$ cat config.mk
export PLATFORM = sky130hd
export DESIGN_NAME = axi_r_stream_tap
export DESIGN_NICKNAME = d
export VERILOG_FILES = /design/src/rtl/axi_r_stream_tap.sv
export SDC_FILE = /design/constraint.sdc
export NUM_CORES = 1
export LEC_CHECK = 0
export CORE_AREA = 4 4 317 397
export DETAILED_ROUTE_END_ITERATION = 10
export DIE_AREA = 0 0 321 401
export PLACE_DENSITY = 0.66
export SKIP_CTS_REPAIR_TIMING = 1
export SYNTH_ARGS = -nofsm -noshare
export SYNTH_HDL_FRONTEND = slang
export SYNTH_SLANG_ARGS = --single-unit
$ cat constraint.sdc
create_clock -name clk -period 31.4 [get_ports clk]
set_input_delay 7.85 -clock clk [delete_from_list [all_inputs] [get_ports clk]]
set_output_delay 7.85 -clock clk [all_outputs]
set_load 0.01 [all_outputs]
$ cat src/rtl/axi_r_stream_tap.sv
// rtl/axi_r_stream_tap.sv - AXI R-channel passthrough that captures each beat and re-emits it as a DATA/META word pair
module axi_r_stream_tap #(
  parameter int DATA_WIDTH = 128,
  parameter int ID_WIDTH   = 32,
  parameter int USER_WIDTH = 64,
  parameter int FIFO_DEPTH = 8
) (
  input  logic                  clk,
  input  logic                  reset,
  input  logic                  ready,
  output logic                  valid,
  output logic                  in_progress,
  output logic [DATA_WIDTH-1:0] data,
  input  logic [ID_WIDTH-1:0]   AXIS_rid,
  input  logic [DATA_WIDTH-1:0] AXIS_rdata,
  input  logic [1:0]            AXIS_rresp,
  input  logic                  AXIS_rlast,
  input  logic [USER_WIDTH-1:0] AXIS_ruser,
  input  logic                  AXIS_rvalid,
  output logic                  AXIS_rready,
  output logic [ID_WIDTH-1:0]   AXIM_rid,
  output logic [DATA_WIDTH-1:0] AXIM_rdata,
  output logic [1:0]            AXIM_rresp,
  output logic                  AXIM_rlast,
  output logic [USER_WIDTH-1:0] AXIM_ruser,
  output logic                  AXIM_rvalid,
  input  logic                  AXIM_rready
);

  localparam int AW = $clog2(FIFO_DEPTH);
  localparam int CW = $clog2(FIFO_DEPTH + 1);
  localparam logic [CW-1:0] DEPTH_C = CW'(FIFO_DEPTH);
  localparam int EW = DATA_WIDTH + ID_WIDTH + 2 + 1 + 8;

  typedef enum logic {PH_DATA, PH_META} phase_t;

  phase_t                r_phase;
  logic [EW-1:0]         r_mem [FIFO_DEPTH];
  logic [AW-1:0]         r_wptr;
  logic [AW-1:0]         r_rptr;
  logic [CW-1:0]         r_count;
  logic [7:0]            r_beat_cnt;

  logic                  w_full;
  logic                  w_empty;
  logic                  w_push;
  logic                  w_pop;
  logic [EW-1:0]         w_head;
  logic [DATA_WIDTH-1:0] w_head_data;
  logic [ID_WIDTH-1:0]   w_head_id;
  logic [1:0]            w_head_resp;
  logic                  w_head_last;
  logic [7:0]            w_head_cnt;
  logic [DATA_WIDTH-1:0] w_meta;

  assign w_full  = (r_count == DEPTH_C);
  assign w_empty = (r_count == '0);

  assign AXIM_rid    = AXIS_rid;
  assign AXIM_rdata  = AXIS_rdata;
  assign AXIM_rresp  = AXIS_rresp;
  assign AXIM_rlast  = AXIS_rlast;
  assign AXIM_ruser  = AXIS_ruser;
  // During reset the channel stays live; the capture FIFO is simply bypassed.
  assign AXIM_rvalid = AXIS_rvalid & (reset | ~w_full);
  assign AXIS_rready = AXIM_rready & (reset | ~w_full);

  assign w_push = AXIS_rvalid & AXIS_rready & ~reset;
  assign w_pop  = (r_phase == PH_META) & ready & ~reset;

  assign w_head = r_mem[r_rptr];
  assign {w_head_data, w_head_id, w_head_resp, w_head_last, w_head_cnt} = w_head;

  always_comb begin
    w_meta = '0;
    w_meta[ID_WIDTH-1:0]          = w_head_id;
    w_meta[ID_WIDTH+1:ID_WIDTH]   = w_head_resp;
    w_meta[ID_WIDTH+2]            = w_head_last;
    w_meta[ID_WIDTH+10:ID_WIDTH+3] = w_head_cnt;
  end

  always_comb begin
    valid = 1'b0;
    data  = '0;
    if (r_phase == PH_META) begin
      valid = 1'b1;
      data  = w_meta;
    end else if (!w_empty) begin
      valid = 1'b1;
      data  = w_head_data;
    end
  end

  assign in_progress = (r_phase == PH_META);

  always_ff @(posedge clk) begin
    if (w_push) begin
      r_mem[r_wptr] <= {AXIS_rdata, AXIS_rid, AXIS_rresp, AXIS_rlast, r_beat_cnt};
    end
  end

  always_ff @(posedge clk) begin
    if (reset) begin
      r_wptr     <= '0;
      r_rptr     <= '0;
      r_count    <= '0;
      r_beat_cnt <= 8'd0;
      r_phase    <= PH_DATA;
    end else begin
      if (w_push) begin
        r_wptr     <= r_wptr + 1'b1;
        r_beat_cnt <= AXIS_rlast ? 8'd0 : r_beat_cnt + 8'd1;
      end
      if (w_pop) begin
        r_rptr <= r_rptr + 1'b1;
      end
      case ({w_push, w_pop})
        2'b10:   r_count <= r_count + 1'b1;
        2'b01:   r_count <= r_count - 1'b1;
        default: r_count <= r_count;
      endcase
      // The head entry is only released once its META word is taken.
      case (r_phase)
        PH_DATA: if (valid && ready) r_phase <= PH_META;
        PH_META: if (ready) r_phase <= PH_DATA;
        default: r_phase <= PH_DATA;
      endcase
    end
  end

endmodule

==> impl_metrics.toml <==
[run_status]
outcome = "finished, final reports clean"

[synth]
synth-edff-count = 1368
synth_flop_cell = "edfxtp_1"
yosysWarnings = 0
synth-seq-cells = 1390
netlist.area_leader.share = 0.752
netlist-cell-type-count = 49
synth_top_cell_by_area = "edfxtp_1"
synthCells = 2705
syn_area_per_cell_um2 = 20.2
synth_fp_nets = 2943
yosysSeqAreaShare = 0.760
synth_area_um2 = 54600
ys_async_sr_fraction = 0
synthTopCellsByArea = "edfxtp_1 75%, mux4_2 12%, buf_4 3.3%, mux2i_1 2.0%, nand2_1 1.3%"

[global_route]
overflow = 0
grt_max_degree = 128
grt_pass1_wl_mm = 187
grt_pass1_vias = 28400
antenna_found_initial = 1
grt_usage = 0.197

[setup_path]
worst_setup_path_end_kind = "primary output"
worstPathCellList = "clkdlybuf4s50_1 > buf_4 > nor2b_1 > nor2b_1 > clkdlybuf4s50_1"
path_class = "primary input to primary output"
crit_family = "buffers and inverters"
crit_slowest_cell = "clkdlybuf4s50_1"
ff2ff_setup_slack_ns = 28.02
rr_startpoint = "r_count[1]"
cp_max_fo = 26
reg2reg_depth = 6
critPathMaxStageDelay_ns = 0.55
required_ns = 23.55
critical_path_arrival_ns = 9.38
path_buf_inv = 3
start_kind = "primary input"
timing.rr.end = "r_mem[3][37]"

[pwr]
total_power_mw = 3.86
power_density_nw_per_um2 = 60.5
vdd_ir_drop_max_uv = 52.3
p_leak_nw = 19.7

[timing]
slew_violations = 0
worst_pin_slew_ns = 1.20
relSlewSlack = 0.200
holdWs_ns = 0.483
rsz0062_at_grt = "false"
finClkSkew_ns = 0.0288
period_share = 0.549
finalHoldViolations = 0
setup-tns-final_ns = 0
fmax_mhz = 58.0
period_minus_slack_ns = 17.23
setup_viol = 0

[route]
vias_per_cell = 5.70
postRouteAntennaNets = 0
drt-initial-drc-count = 2133
routed_wl_mm = 127
route.vias.total = 26600
wl_per_cell_um = 27.2
drt_pass1_iterations = 7
drc_errors = 0

[floorplan]
initial_core_util = 0.449
fp.dieArea_um2 = 129000
num_io_pins = 591
core-area_um2 = 122000
die_x_um = 321
rows = 143
fp.dieH_um = 401

[placement]
portBuffers = 462
place_congestion = 0.722
dp_hpwl_mm = 65.7
dp_cells = 4431

[job]
drv_cap = 0

[final_layout]
finalNetCount = 3214
area_growth_pct = 17.0
layout.cells.non_filler = 4678
final_common_cell = "edfxtp_1"
fin_util = 0.525
most-common-layout-cells = "1368 x edfxtp_1, 462 x clkdlybuf4s50_1, 290 x mux4_2"
drive_gt1_frac = 0.177

[clock_tree]
cts_buffers = 138
clock-root-buffer = "clkbuf_16"
cts_buffer_depth = 3
cts.clk_slew.worst_paths_ns = 0.06
cts_tree = "yes"
htree_levels = 4
cts.sinks = 1390
clk_latency_ns = 0.77

[worst_hold_path]
min_path_type = "register to register"
min_path_cells = 2
hold_start = "r_rptr[1]"
worst min-delay path: stages (launching register included):
cell and delay [ns]:
dfxtp_1 0.32, nand2_1 0.06, a21oi_1 0.07
cell families (layout without fill, tap and decap cells):
group | Yosys count | count (layout) | synth area share
DFF | 1390 | 1390 | 0.760
other | 0 | 1 | 0
and+or+nand+nor | 278 | 278 | 0.0230
adders and majority gates | 6 | 6 | 0.00137
AOI/OAI and AO/OA | 250 | 250 | 0.0307
buffers and inverters | 372 | 749 | 0.0436
muxes | 398 | 398 | 0.139
xor gates and xnor gates | 11 | 11 | 0.00176
cell usage after synthesis, drive strengths merged (5+ instances only):
master / instances
a21o: 22
a21oi: 112
a221o: 22
a221oi: 43
a22oi: 9
a32oi: 12
and3: 23
buf: 295
clkbuf: 74
dfxtp: 22
edfxtp: 1368
ha: 6
mux2i: 107
mux4: 290
nand2: 188
nand3: 14
nor2: 14
nor2b: 7
nor3: 8
o211ai: 9
o21ai: 17
xnor2: 6
xor2: 5
area by class of cell:
class	instances	area (µm²)
fill	9412	57800
sequential	1390	41500
multi-input combinational	943	10800
timing repair buffer	500	5010
clock buffer	170	3630
tap	1595	2000
clock inverter	76	900
inverter	3	17.5
antenna	1	2.50
per-stage QoR:
stage | worst slack, ns | cell area, µm²
final | 14.17 | 63900
after global routing | 14.06 | 63900
after CTS | 14.16 | 63900
after detailed placement | 14.17 | 59400
after global placement | 14.12 | 59400
after floorplan | 4.41 | 54600
state kept, by name, summed over array words and instances, names as in the netlist, named ones only:
register,cells
r_wptr,3
in_progress,1
r_count,4
r_rptr,3
r_mem,1368
r_beat_cnt,8
worst max path at each step:
stage	startpoint	cells after the start	end
after global placement	reset	5	AXIS_rready
after CTS	reset	5	AXIS_rready
after floorplan	reset	4	r_mem[1][0]
final	reset	5	AXIS_rready
after global routing	reset	5	AXIM_rvalid
after detailed placement	reset	5	AXIS_rready
per-layer routing:
metal / up-vias / track usage / routed length [µm]
li1: 11300 / - / -
met1: 14100 / 0.246 / 49600
met2: 919 / 0.344 / 65900
met3: 266 / 0.0387 / 7610
met4: 0 / 0.0707 / 4070
met5: - / 0 / 0
power by group:
part / internal, mW / total [mW] / switching [mW]
registers: 2.05 / 2.05 / 0.00457
logic: 0.0808 / 0.173 / 0.0919
clock network: 0.958 / 1.64 / 0.679
No activity file was read; power rests on OpenSTA's default activity.
==> patch, RTL diff (same flow settings) <==
`ID_WIDTH`: 32 -> 64.
--- a/src/rtl/axi_r_stream_tap.sv
+++ b/src/rtl/axi_r_stream_tap.sv
@@ -2,5 +2,5 @@
 module axi_r_stream_tap #(
   parameter int DATA_WIDTH = 128,
-  parameter int ID_WIDTH   = 32,
+  parameter int ID_WIDTH   = 64,
   parameter int USER_WIDTH = 64,
   parameter int FIFO_DEPTH = 8
Interface: changed (resized AXIM_rid and AXIS_rid); port bits go from 591 to 655. The function was not compared with the original's and may differ.
==> patch against the unedited design <==
  * Clock skew fell by 0.0034 ns
  * Synthesized area increased by 19%
  * Core utilization grew 9.1 points
  * Sequential cell count up 256
  * Final cell count grew 13%
  * Design area up 17%
  * Critical path depth did not move
  * Wire length grew 15%
  * Count of clock-buffer cells in the layout increased by 33
  * Total power is 16% higher
  * Worst setup slack got worse by 0.10 ns
  * Via count is 20% higher
==> patch: results (changes against the unedited design) <==
stage,metric,value,unit,change
yosys,postSynthAreaPerCell,19.89,µm²,-1.5%
routing,routed_via_density,6.069,,+6.6%
timing,worst_clock_skew,0.02545,ns,-0.003363 ns
global_route,grt_start_max_net_pins,139,,+8.6%
placement,dp.cells,4989,,+13%
timing,worstMarginPinSlew,1.230,ns,+0.03062 ns
yosys,synth_area_leaders,"edfxtp_1 75%, mux4_2 11%, buf_4 3.0%",,
power,max-vdd-ir-drop,0.00005586,V,+6.9%
yosys,synthFlopType,edfxtp_1,,
final_layout,fill_cells,8473,,-10%
yosys,yosys.cell_types.count,46,,-6.1%
placement,gp_routability_congestion,0.7179,,-0.62%
yosys,synth_common_cells,"1624 x edfxtp_1, 315 x mux4_2, 260 x buf_4",,
global_route,grt_util_all_layers,0.2273,,+0.02997
routing,first_iter_violations,2850,,+34%
routing,vias,31998,,+20%
final_layout,drive_above_1_share,0.1642,,-0.01294
critical_path,cp.arrival,9.48,ns,+0.10 ns
global_route,first_global_vias,33854,,+19%
status,outcome,"complete, no violations",,
power,leakagePower,0.02256,µW,+15%
yosys,ys_seq_area_frac,0.7601,,about the same
yosys,syn-num-nets,3525,,+20%
final_layout,num-nets-final,3822,,+19%
placement,io_buffer_count,526,,+14%
routing,wirelength,145800,µm,+15%
critical_path,max_stage_delay,0.58,ns,+0.03 ns
final_layout,top_regs,"r_mem (1624), r_beat_cnt (8), r_count (4)",,
global_route,antenna_found_initial,4,,+3
placement,dp_hpwl,75450,µm,+15%
[patch: cell types whose count changed after synthesis, moves of 39 or more]
cell,change
edfxtp_1,+256
mux2i_1,+78
nand3_1,+46
nand4_1,+39
o211ai_1,+46
a32oi_1,+47
[patch: worst paths after layout]
path / startpoint / to / slack (ns) / cells past startpoint
setup / recovery: reset / AXIS_rready / 14.07 / 5
hold / removal: r_rptr[1] / flip-flop / 0.49 / 2
setup reg to reg: r_count[1] / r_mem[6][154] / 26.93 / 6
hold reg to reg: r_rptr[1] / flip-flop / 0.49 / 2
[patch: cells by family after synthesis]
group	synth area share
simple gates	0.02574
compound gates	0.03081
buf+inv	0.04238
xor+xnor	0.001488
flops	0.7601
mux	0.1384
fa+ha+maj	0.001160
[patch: power breakdown]
| part | switching, µW | leakage, µW | internal [µW] | total, µW |
|---|---|---|---|---|
| clock | 771 | 0.00247 | 1090 | 1860 |
| combinational | 110 | 0.00525 | 93.8 | 204 |
| sequential | 5.32 | 0.0148 | 2430 | 2430 |
[patch: layout make-up]
class,count,area [µm²],share of cell area
sequential,1646,49220,0.6571
inverter,3,13.76,0.0001837
timing repair buffer,575,5733,0.07653
tap,1595,1996,0.02664
multi-input combinational,1170,12870,0.1717
clock buffer,203,4207,0.05615
antenna,5,12.51,0.0001670
clock inverter,75,862.1,0.01151
[patch: metal layers]
metal	track usage	vias to the layer above	wire length, µm
met5	0.001507	-	12
met4	0.05754	2	2827
met3	0.05355	215	10980
met2	0.3828	1261	73720
met1	0.3023	16861	58290
li1	-	13659	-
[patch: per-stage QoR]
stage          hold WS, ns  setup WS, ns  utilization  total power [µW]  instance area [µm²]
2_1_floorplan       0.4541         1.022            -              2591                64740
3_3_place_gp        0.4535         14.09       0.5740              2679                69830
3_5_place_dp        0.4838         14.07       0.5740              2685                69830
4_1_cts             0.4925         14.06       0.6156              4545                74900
5_1_grt             0.5180         14.02       0.6156              4650                74900
6_report            0.4939         14.07       0.6157              4499                74910
[patch: worst min-delay path: cells and delay by family, from the launching register on]
family           cells  cell delay, ns
flip-flops           1            0.31
AO/OA/AOI/OAI        1            0.07
AND/OR/NAND/NOR      1            0.06
